### src/rtl/icmp_reply_ctrl_if.sv
// Handshake bundle between the ICMP parser/transmitter side and the reply sequencer.
// The master drives captured requests and tx_done; the slave (sequencer) drives reply fields and status.
interface icmp_reply_ctrl_if;
    logic        rec_pkt_done;
    logic [15:0] rec_byte_num;
    logic [15:0] icmp_id;
    logic [15:0] icmp_seq;
    logic [31:0] reply_checksum;
    logic        tx_done;

    logic        tx_start_en;
    logic [15:0] tx_byte_num;
    logic [15:0] tx_icmp_id;
    logic [15:0] tx_icmp_seq;
    logic [31:0] tx_checksum;
    logic        busy;
    logic [15:0] reply_cnt;
    logic [15:0] drop_cnt;
    logic [15:0] timeout_cnt;

    modport master (
        output rec_pkt_done, rec_byte_num, icmp_id, icmp_seq, reply_checksum, tx_done,
        input  tx_start_en, tx_byte_num, tx_icmp_id, tx_icmp_seq, tx_checksum,
        input  busy, reply_cnt, drop_cnt, timeout_cnt
    );

    modport slave (
        input  rec_pkt_done, rec_byte_num, icmp_id, icmp_seq, reply_checksum, tx_done,
        output tx_start_en, tx_byte_num, tx_icmp_id, tx_icmp_seq, tx_checksum,
        output busy, reply_cnt, drop_cnt, timeout_cnt
    );
endinterface

### src/rtl/icmp_reply_ctrl.sv
// Echo-reply sequencer: launches one reply per accepted request, buffers one extra request,
// and abandons a reply whose transmitter never reports completion.
module icmp_reply_ctrl #(
    parameter logic [15:0] TIMEOUT  = 16'd50000,
    parameter logic [15:0] MAX_BYTE = 16'd1472
) (
    input  logic              clk,
    input  logic              rst_n,
    icmp_reply_ctrl_if.slave  ctrl_if
);

    typedef enum logic [1:0] {IDLE, START, WAIT_DONE} state_t;

    state_t      state_q;
    logic        slotValid_q;
    logic [15:0] slotLen_q;
    logic [15:0] slotId_q;
    logic [15:0] slotSeq_q;
    logic [31:0] slotChk_q;
    logic [15:0] wdog_q;
    logic        start_q;
    logic        busy_q;
    logic [15:0] txLen_q;
    logic [15:0] txId_q;
    logic [15:0] txSeq_q;
    logic [31:0] txChk_q;
    logic [15:0] replyCnt_q;
    logic [15:0] dropCnt_q;
    logic [15:0] timeoutCnt_q;

    logic reqOk;
    logic replyEnd;
    logic wdogExpire;
    logic dropEvent;

    function automatic logic [15:0] satInc(input logic [15:0] v);
        return (v == 16'hFFFF) ? v : v + 16'd1;
    endfunction

    assign reqOk      = ctrl_if.rec_pkt_done && (ctrl_if.rec_byte_num != 16'd0) &&
                        (ctrl_if.rec_byte_num <= MAX_BYTE);
    assign replyEnd   = (state_q == WAIT_DONE) && (ctrl_if.tx_done || (wdog_q == TIMEOUT - 16'd1));
    assign wdogExpire = replyEnd && !ctrl_if.tx_done;
    // A good request is only lost when it meets a full slot that is not being drained this cycle.
    assign dropEvent  = (ctrl_if.rec_pkt_done && !reqOk) ||
                        (reqOk && slotValid_q && (state_q != IDLE) && !replyEnd);

    always_ff @(posedge clk or negedge rst_n) begin
        if (!rst_n) begin
            state_q      <= IDLE;
            slotValid_q  <= 1'b0;
            slotLen_q    <= '0;
            slotId_q     <= '0;
            slotSeq_q    <= '0;
            slotChk_q    <= '0;
            wdog_q       <= '0;
            start_q      <= 1'b0;
            busy_q       <= 1'b0;
            txLen_q      <= '0;
            txId_q       <= '0;
            txSeq_q      <= '0;
            txChk_q      <= '0;
            replyCnt_q   <= '0;
            dropCnt_q    <= '0;
            timeoutCnt_q <= '0;
        end else begin
            start_q <= 1'b0;
            if (dropEvent) dropCnt_q <= satInc(dropCnt_q);
            case (state_q)
                IDLE: begin
                    if (reqOk) begin
                        txLen_q <= ctrl_if.rec_byte_num;
                        txId_q  <= ctrl_if.icmp_id;
                        txSeq_q <= ctrl_if.icmp_seq;
                        txChk_q <= ctrl_if.reply_checksum;
                        state_q <= START;
                        start_q <= 1'b1;
                        busy_q  <= 1'b1;
                    end
                end
                START: begin
                    replyCnt_q <= satInc(replyCnt_q);
                    wdog_q     <= '0;
                    state_q    <= WAIT_DONE;
                    if (reqOk && !slotValid_q) begin
                        slotValid_q <= 1'b1;
                        slotLen_q   <= ctrl_if.rec_byte_num;
                        slotId_q    <= ctrl_if.icmp_id;
                        slotSeq_q   <= ctrl_if.icmp_seq;
                        slotChk_q   <= ctrl_if.reply_checksum;
                    end
                end
                WAIT_DONE: begin
                    if (replyEnd) begin
                        if (wdogExpire) timeoutCnt_q <= satInc(timeoutCnt_q);
                        if (slotValid_q) begin
                            // Older slot entry goes out first; a simultaneous request refills the slot.
                            txLen_q     <= slotLen_q;
                            txId_q      <= slotId_q;
                            txSeq_q     <= slotSeq_q;
                            txChk_q     <= slotChk_q;
                            state_q     <= START;
                            start_q     <= 1'b1;
                            slotValid_q <= reqOk;
                            if (reqOk) begin
                                slotLen_q <= ctrl_if.rec_byte_num;
                                slotId_q  <= ctrl_if.icmp_id;
                                slotSeq_q <= ctrl_if.icmp_seq;
                                slotChk_q <= ctrl_if.reply_checksum;
                            end
                        end else if (reqOk) begin
                            txLen_q <= ctrl_if.rec_byte_num;
                            txId_q  <= ctrl_if.icmp_id;
                            txSeq_q <= ctrl_if.icmp_seq;
                            txChk_q <= ctrl_if.reply_checksum;
                            state_q <= START;
                            start_q <= 1'b1;
                        end else begin
                            state_q <= IDLE;
                            busy_q  <= 1'b0;
                        end
                    end else begin
                        wdog_q <= wdog_q + 16'd1;
                        if (reqOk && !slotValid_q) begin
                            slotValid_q <= 1'b1;
                            slotLen_q   <= ctrl_if.rec_byte_num;
                            slotId_q    <= ctrl_if.icmp_id;
                            slotSeq_q   <= ctrl_if.icmp_seq;
                            slotChk_q   <= ctrl_if.reply_checksum;
                        end
                    end
                end
                default: begin
                    state_q <= IDLE;
                    busy_q  <= 1'b0;
                end
            endcase
        end
    end

    assign ctrl_if.tx_start_en = start_q;
    assign ctrl_if.tx_byte_num = txLen_q;
    assign ctrl_if.tx_icmp_id  = txId_q;
    assign ctrl_if.tx_icmp_seq = txSeq_q;
    assign ctrl_if.tx_checksum = txChk_q;
    assign ctrl_if.busy        = busy_q;
    assign ctrl_if.reply_cnt   = replyCnt_q;
    assign ctrl_if.drop_cnt    = dropCnt_q;
    assign ctrl_if.timeout_cnt = timeoutCnt_q;

endmodule

### src/flat_wrapper.sv
// flat-port wrapper written by rule: the top's interface ports become plain ports
module icmp_reply_ctrl_flat 
#(
    parameter logic [15:0] TIMEOUT  = 16'd50000,
    parameter logic [15:0] MAX_BYTE = 16'd1472
)
  (clk, rst_n, ctrl_if_rec_pkt_done, ctrl_if_rec_byte_num, ctrl_if_icmp_id, ctrl_if_icmp_seq, ctrl_if_reply_checksum, ctrl_if_tx_done, ctrl_if_tx_start_en, ctrl_if_tx_byte_num, ctrl_if_tx_icmp_id, ctrl_if_tx_icmp_seq, ctrl_if_tx_checksum, ctrl_if_busy, ctrl_if_reply_cnt, ctrl_if_drop_cnt, ctrl_if_timeout_cnt);
  icmp_reply_ctrl_if ctrl_if_i ();
  input  logic clk;
  input  logic rst_n;
  input wire logic [$bits(ctrl_if_i.rec_pkt_done)-1:0] ctrl_if_rec_pkt_done;
  input wire logic [$bits(ctrl_if_i.rec_byte_num)-1:0] ctrl_if_rec_byte_num;
  input wire logic [$bits(ctrl_if_i.icmp_id)-1:0] ctrl_if_icmp_id;
  input wire logic [$bits(ctrl_if_i.icmp_seq)-1:0] ctrl_if_icmp_seq;
  input wire logic [$bits(ctrl_if_i.reply_checksum)-1:0] ctrl_if_reply_checksum;
  input wire logic [$bits(ctrl_if_i.tx_done)-1:0] ctrl_if_tx_done;
  output wire logic [$bits(ctrl_if_i.tx_start_en)-1:0] ctrl_if_tx_start_en;
  output wire logic [$bits(ctrl_if_i.tx_byte_num)-1:0] ctrl_if_tx_byte_num;
  output wire logic [$bits(ctrl_if_i.tx_icmp_id)-1:0] ctrl_if_tx_icmp_id;
  output wire logic [$bits(ctrl_if_i.tx_icmp_seq)-1:0] ctrl_if_tx_icmp_seq;
  output wire logic [$bits(ctrl_if_i.tx_checksum)-1:0] ctrl_if_tx_checksum;
  output wire logic [$bits(ctrl_if_i.busy)-1:0] ctrl_if_busy;
  output wire logic [$bits(ctrl_if_i.reply_cnt)-1:0] ctrl_if_reply_cnt;
  output wire logic [$bits(ctrl_if_i.drop_cnt)-1:0] ctrl_if_drop_cnt;
  output wire logic [$bits(ctrl_if_i.timeout_cnt)-1:0] ctrl_if_timeout_cnt;
  assign ctrl_if_i.rec_pkt_done = ctrl_if_rec_pkt_done;
  assign ctrl_if_i.rec_byte_num = ctrl_if_rec_byte_num;
  assign ctrl_if_i.icmp_id = ctrl_if_icmp_id;
  assign ctrl_if_i.icmp_seq = ctrl_if_icmp_seq;
  assign ctrl_if_i.reply_checksum = ctrl_if_reply_checksum;
  assign ctrl_if_i.tx_done = ctrl_if_tx_done;
  assign ctrl_if_tx_start_en = ctrl_if_i.tx_start_en;
  assign ctrl_if_tx_byte_num = ctrl_if_i.tx_byte_num;
  assign ctrl_if_tx_icmp_id = ctrl_if_i.tx_icmp_id;
  assign ctrl_if_tx_icmp_seq = ctrl_if_i.tx_icmp_seq;
  assign ctrl_if_tx_checksum = ctrl_if_i.tx_checksum;
  assign ctrl_if_busy = ctrl_if_i.busy;
  assign ctrl_if_reply_cnt = ctrl_if_i.reply_cnt;
  assign ctrl_if_drop_cnt = ctrl_if_i.drop_cnt;
  assign ctrl_if_timeout_cnt = ctrl_if_i.timeout_cnt;
  icmp_reply_ctrl #(.TIMEOUT(TIMEOUT), .MAX_BYTE(MAX_BYTE)) u_core (.clk(clk), .rst_n(rst_n), .ctrl_if(ctrl_if_i));
endmodule
### config.mk
export PLATFORM = sky130hd
export DESIGN_NAME = icmp_reply_ctrl_flat
export DESIGN_NICKNAME = d
export VERILOG_FILES = /design/src/rtl/icmp_reply_ctrl_if.sv /design/src/rtl/icmp_reply_ctrl.sv /design/src/flat_wrapper.sv
export SDC_FILE = /design/constraint.sdc
export NUM_CORES = 1
export LEC_CHECK = 0
export CAP_MARGIN = 15
export CORE_ASPECT_RATIO = 0.5
export CORE_UTILIZATION = 46
export DETAILED_ROUTE_END_ITERATION = 12
export PLACE_DENSITY = 0.85
export SETUP_SLACK_MARGIN = 0.5
export SLEW_MARGIN = 20
export SYNTH_ARGS = -nofsm -noshare
export SYNTH_HDL_FRONTEND = slang
export SYNTH_SLANG_ARGS = --single-unit
### constraint.sdc
create_clock -name clk -period 2.3 [get_ports clk]
set_input_delay 0.23 -clock clk [delete_from_list [all_inputs] [get_ports clk]]
set_output_delay 0.23 -clock clk [all_outputs]
set_load 0.03 [all_outputs]
==> flow_summary.json <==
{
  "min_period_over_period": 1.08,
  "worst-setup-path-type": "flip-flop to flip-flop",
  "worst_setup_path_end_kind": "flip-flop",
  "wl_met2_mm": 17.0,
  "dpl.hpwl_mm": 18.8,
  "synth.distinct_cells": 53,
  "utilization": 0.751,
  "cts_sinks": 229,
  "coreArea_mm2": 0.0210,
  "gp_congestion": 0.857,
  "ys_top_cells_by_count": "229 x dfrtp_1, 82 x mux2_2, 77 x and2_1, 75 x a221o_1, 28 x nand3_1",
  "cts-root-buf": "clkbuf_16",
  "syn_to_final_growth_pct": 56.9,
  "final_cells": 1425,
  "dieArea_mm2": 0.0224,
  "crit_slowest_cell": "dfrtp_1",
  "clock_skew_ps": 18.7,
  "hold_ws_ps": 302,
  "netlist_area_mm2": 0.0100,
  "fin_nets": 1209,
  "drt-total-wl_mm": 35.0,
  "rows": 37,
  "critPathArrivalTime_ps": 2870,
  "hold_path.class": "input pin to async pin",
  "hold_viol": 0,
  "wl_met3_mm": 2.38,
  "wl_met1_mm": 13.7,
  "cp_max_fo": 20,
  "fp.dieW_um": 211,
  "maxCapViolCount": 0,
  "avgSynthCellArea_um2": 12.6,
  "worstMarginPinSlew_ps": 638,
  "setup_viol": 170,
  "r2r_cells": 8,
  "grt_first_pass_wirelength_mm": 44.6,
  "portBuffers": 213,
  "yosysTopAreaCellShare": 0.571,
  "path_cells": "nor4_2, buf_4, a41oi_4, buf_6, nor3_4, o22ai_4, clkbuf_16, a221o_1",
  "antenna_found_initial": 1,
  "via_per_inst": 6.06,
  "die_h_um": 106,
  "p_leak_nw": 8.68,
  "grt.overflow.total": 0,
  "grt_pass1_vias": 8232,
  "powerDensity_mw_per_mm2": 879,
  "synth-edff-count": 0,
  "drc": 0,
  "fin_tns_setup_ps": -20030,
  "status": "finished with violations",
  "fin_crit_ps": 2490,
  "violations": "setup timing",
  "clk_pin_slew_ps": 70,
  "pre_cts_slack_ps": -345,
  "first_iter_violations": 717,
  "async_flop_share": 1.00,
  "postRouteAntennaNets": 0,
  "cts_tree": "yes",
  "cpPeakStageDelay_ps": 420,
  "drt_pre_antenna_iters": 5,
  "yosysSeqAreaShare": 0.571,
  "drive_gt1_frac": 0.292,
  "dp.cells": 1335,
  "startpoint_type": "flip-flop",
  "ys_seq_elements": 229,
  "cts_max_level": 1,
  "drv_slew": 0,
  "yosys-top-cells-area": "dfrtp_1 57%, mux2_2 9.2%, a221o_1 7.5%, and2_1 4.8%, xnor2_1 2.1%",
  "synth_most_common_cell": "dfrtp_1",
  "max-clock-path-buffers": 3,
  "io_pins": 214,
  "wl_per_cell_um": 24.5,
  "vias": 8636,
  "synthCells": 795,
  "yosysTopAreaCell": "dfrtp_1",
  "grt_start_max_net_pins": 79,
  "fmaxAchievable_mhz": 402,
  "initial_core_util": 0.478,
  "grt.total_usage": 0.250,
  "setup_ws_ps": -189,
  "synth_ff_type": "dfrtp_1",
  "syn_nets": 887,
  "slew_headroom": 0.575,
  "numCtsBuffers": 21,
  "clk_latency_ps": 510,
  "top_layer": "met4",
  "yosys_warnings": 0,
  "rsz0062_at_grt": "true",
  "ir_drop_mv": 0.542,
  "worstPathRequired_ps": 2690
}
[metrics by stage]
| step | power [mW] | area, µm² |
|---|---|---|
| 2_1_floorplan | 7.59 | 10600 |
| 3_3_place_gp | 9.60 | 13500 |
| 3_5_place_dp | 9.74 | 13500 |
| 4_1_cts | 13.6 | 14400 |
| 5_1_grt | 14.3 | 15700 |
| 6_report | 13.8 | 15700 |
[flip-flops by register name, summed over array words and instances (netlist names)]
signal                      cells
u_core.ctrl_if.busy             1
u_core.ctrl_if.drop_cnt        16
u_core.ctrl_if.reply_cnt       16
u_core.ctrl_if.timeout_cnt     16
u_core.ctrl_if.tx_byte_num     16
u_core.ctrl_if.tx_checksum     32
u_core.ctrl_if.tx_icmp_id      16
u_core.ctrl_if.tx_icmp_seq     16
u_core.ctrl_if.tx_start_en      1
u_core.slotChk_q               32
u_core.slotId_q                16
u_core.slotLen_q               16
u_core.slotSeq_q               16
u_core.slotValid_q              1
u_core.state_q                  2
u_core.wdog_q                  16
[final cells by class]
| type | count | area [µm²] |
|---|---|---|
| inverter | 11 | 41.3 |
| multi-input combinational | 511 | 4890 |
| clock inverter | 10 | 156 |
| antenna | 1 | 2.50 |
| timing repair buffer | 343 | 3970 |
| clock buffer | 28 | 582 |
| fill | 1205 | 5220 |
| tap | 292 | 365 |
| sequential | 229 | 5740 |
[power breakdown]
part | internal, mW | switching, mW
clock network | 2.24 | 1.59
logic | 2.07 | 2.63
registers | 4.74 | 0.574
[path summary, 6_finish.rpt]
check                      slack, ps                         from                             to
max                             -190             u_core.wdog_q[5]  u_core.ctrl_if.tx_icmp_seq[2]
min                              300                        rst_n   u_core.ctrl_if.reply_cnt[13]
max reg2reg                     -190             u_core.wdog_q[5]  u_core.ctrl_if.tx_icmp_seq[2]
min reg2reg                      490  u_core.ctrl_if.reply_cnt[8]    u_core.ctrl_if.reply_cnt[8]
max in group asynchronous       1230                        rst_n  u_core.ctrl_if.tx_byte_num[1]
min in group clk                 370   ctrl_if_reply_checksum[31]           u_core.slotChk_q[31]
[cell usage in the layout (no fill, tap or decap), types with 8 or more instances in the layout]
cell type,netlist,final
mux2_4,0,77
nand4_1,21,21
clkbuf_16,0,36
o21ai_1,0,8
xor2_1,23,22
and3_1,15,13
and4_1,12,11
and2_1,77,78
buf_6,6,21
buf_12,0,14
inv_1,11,9
buf_4,0,73
nand2_1,27,23
a221o_1,75,75
nand3_1,28,22
nor2_1,17,15
dfrtp_2,0,9
clkdlybuf4s50_1,0,104
dlymetal6s2s_1,0,108
xnor2_1,24,22
dfrtp_1,229,220
[metal layers]
metal,track usage,vias up
met5,0,-
met4,0.0963,0
met3,0.0452,147
met2,0.421,458
met1,0.323,4417
li1,-,3614
[logic make-up after synthesis]
family                   after synthesis  share of synthesized area
adder cells (fa/ha/maj)                8                    0.00998
XOR/XNOR                              47                     0.0410
flip-flops                           229                      0.571
AO/OA/AOI/OAI                        140                      0.121
buffers and inverters                 55                     0.0267
AND/OR/NAND/NOR                      233                      0.137
multiplexers                          83                     0.0930
[what timing repair did]
item,CTS,global route
setup endpoints to repair,296,336
hold endpoints to repair,71,0
cloned,1,16
hold buffers,1,0
setup buffers,7,26
pin swaps,7,41
resized for setup,22,217
[worst max-delay path: cells and delay by family (launching register included)]
kind | cells | cell delay, ps
AO/OA/AOI/OAI | 3 | 800
flip-flops | 1 | 420
buffers and inverters | 3 | 640
AND/OR/NAND/NOR | 2 | 500
Power figures use the tool's default switching activity.
==> RTL edit, RTL diff (config.mk and constraints unchanged) <==
Re-encode `state_t` (3 states) as one-hot, 3 bits wide.
--- a/src/rtl/icmp_reply_ctrl.sv
+++ b/src/rtl/icmp_reply_ctrl.sv
@@ -9,7 +9,7 @@
     icmp_reply_ctrl_if.slave  ctrl_if
 );
 
-    typedef enum logic [1:0] {IDLE, START, WAIT_DONE} state_t;
+    typedef enum logic [2:0] {IDLE = 3'b001, START = 3'b010, WAIT_DONE = 3'b100} state_t;
 
     state_t      state_q;
     logic        slotValid_q;
Check against the original RTL: no difference found for any inputs over 4 cycles, from zero or initial values and one cycle with rst_n low; so few cycles prove little.
==> RTL edit against the original RTL <==
- the flow still finishes with violations (setup timing)
- wire length is 17% higher
- worst setup slack worse by 45 ps
- cell count is 5.4% higher
- final area is 4.4% higher
- synthesized cell count is 5.7% higher
- sequential cell count is 1 higher
- synthesized area is 0.12% lower
- critical path depth is 3 higher
- critical endpoint is now u_core.ctrl_if.drop_cnt[0]
Power is not compared: it rests on default switching activity, and its combinational part moved more than twofold at a synthesized area within 25%.
==> RTL edit: results (changes against the original RTL) <==
status finished with violations (unchanged); failing checks setup timing (unchanged); gpl congestion 0.8736 (was 0.8568); Multi-In Gates 564 (was 511); Num CTS Buffers 21 (unchanged); Seq/total area 35.15% (was 36.46%); non-clk buf share 27.59% (was 25.22%); fraction of area in multi-input gates 31.05% (was 31.03%); crit path DAT 2940 ps (was 2870 ps); CTS H-tree depth 1 (unchanged); first-pass GRT wire length 50,010 µm (was 44,550 µm); Worst Hold Path EP u_core.slotLen_q[4]; seq_cells 230 (was 229); inverters 8 (was 11); top_reg_cell synth dfrtp_1 (unchanged); placed cell count 1,367 (was 1,335); largest net degree at the start of global routing 67 (was 79); FF-to-FF Start u_core.wdog_q[0] (was u_core.wdog_q[5]); hold_sp ctrl_if_rec_byte_num[4]; reg2reg end u_core.ctrl_if.drop_cnt[0] (was u_core.ctrl_if.tx_icmp_seq[2]); post-synthesis cell type count 50 (was 53); Max FO, Critical Path 5 (was 20); Post-Synthesis Cells 840 (was 795); Signal buffers 373 (was 343); worst setup margin -234.6 ps (was -189.2 ps); layout cell share with drive strength beyond 1 36.03% (was 29.24%); Max-Cap Viols 0 (unchanged); Crit path max-delay family buffers and inverters (was compound AO/OA/AOI/OAI gates); ANT cells 0 (was 1); Synth top cells by count 229 x dfrtp_1, 102 x nand2_1, 84 x o21ai_0 (was 229 x dfrtp_1, 82 x mux2_2, 77 x and2_1); register area share after synthesis 57.44% (was 57.11%); post-synthesis net count 928 (was 887); final setup fails 122 (was 170); clk_skew 12.00 ps (was 18.70 ps); Starting DRT DRC Count 1,024 (was 717); dpl cell area 13,090 µm² (was 13,470 µm²); Reg2Reg Depth 11 (was 8); fillers 1,007 (was 1,205); Layout Nets 1,286 (was 1,209); Final Hold Slack 160.0 ps (was 301.7 ps); fin cells 1,502 (was 1,425); Worst Max-Slew Pin Slew 582.7 ps (was 638.2 ps); GRT Overall Usage 28.63% (was 25.00%); crit path kind reg -> reg (unchanged); largest cells by area after synthesis dfrtp_1 57%, mux2i_1 8.0%, mux2_2 7.2%, o21ai_0 4.2%, nand2_1 3.8% (was dfrtp_1 57%, mux2_2 9.2%, a221o_1 7.5%, and2_1 4.8%, xnor2_1 2.1%); Vias 9,333 (was 8,636); Int Power 7.129 mW; multi-input logic area 5105 µm² (was 4887 µm²); vias in the first global route 9,039 (was 8,232); HP Class in -> reg (was in -> async); Syn Area/Cell 11.93 µm² (was 12.62 µm²); pre-CTS worst setup slack -402.0 ps (was -345.0 ps); number of clock buffers in the layout 31 (was 28); clk tree area frac 3.812% (was 4.687%); Sum Neg Setup Slack -12,160 ps (was -20,030 ps); total length of routed wires 40,870 µm (was 34,960 µm); LEAKAGE 8.649 nW; Post-DP HPWL 16,910 µm (was 18,780 µm)
[RTL edit: repair_timing]
action | in CTS | in global routing
endpoints found under the setup margin | 263 | 321
hold endpoints to repair | 63 | 0
gates resized for setup | 108 | 286
hold buffers | 1 | 0
pin swaps | 18 | 72
setup buffers | 31 | 36
gates cloned | 18 | 14
[RTL edit: kinds of logic (layout without fill, tap and decap cells)]
family / Yosys count / in the layout / synth area share, %
xor gates and xnor gates: 53 / 53 / 4.632
adders and majority gates: 4 / 4 / 0.4994
buffers and inverters: 48 / 416 / 2.634
muxes: 160 / 160 / 16.98
AOI/OAI and AO/OA: 106 / 108 / 5.943
DFF: 230 / 230 / 57.44
and+or+nand+nor: 239 / 239 / 11.87
[RTL edit: metal layers]
layer	global-route usage, %	share of wire [%]	up-vias
li1	-	-	3682
met1	34.24	36	4642
met2	48.82	47	744
met3	5.465	8.9	263
met4	16.46	7.3	2
met5	0	0.032	-
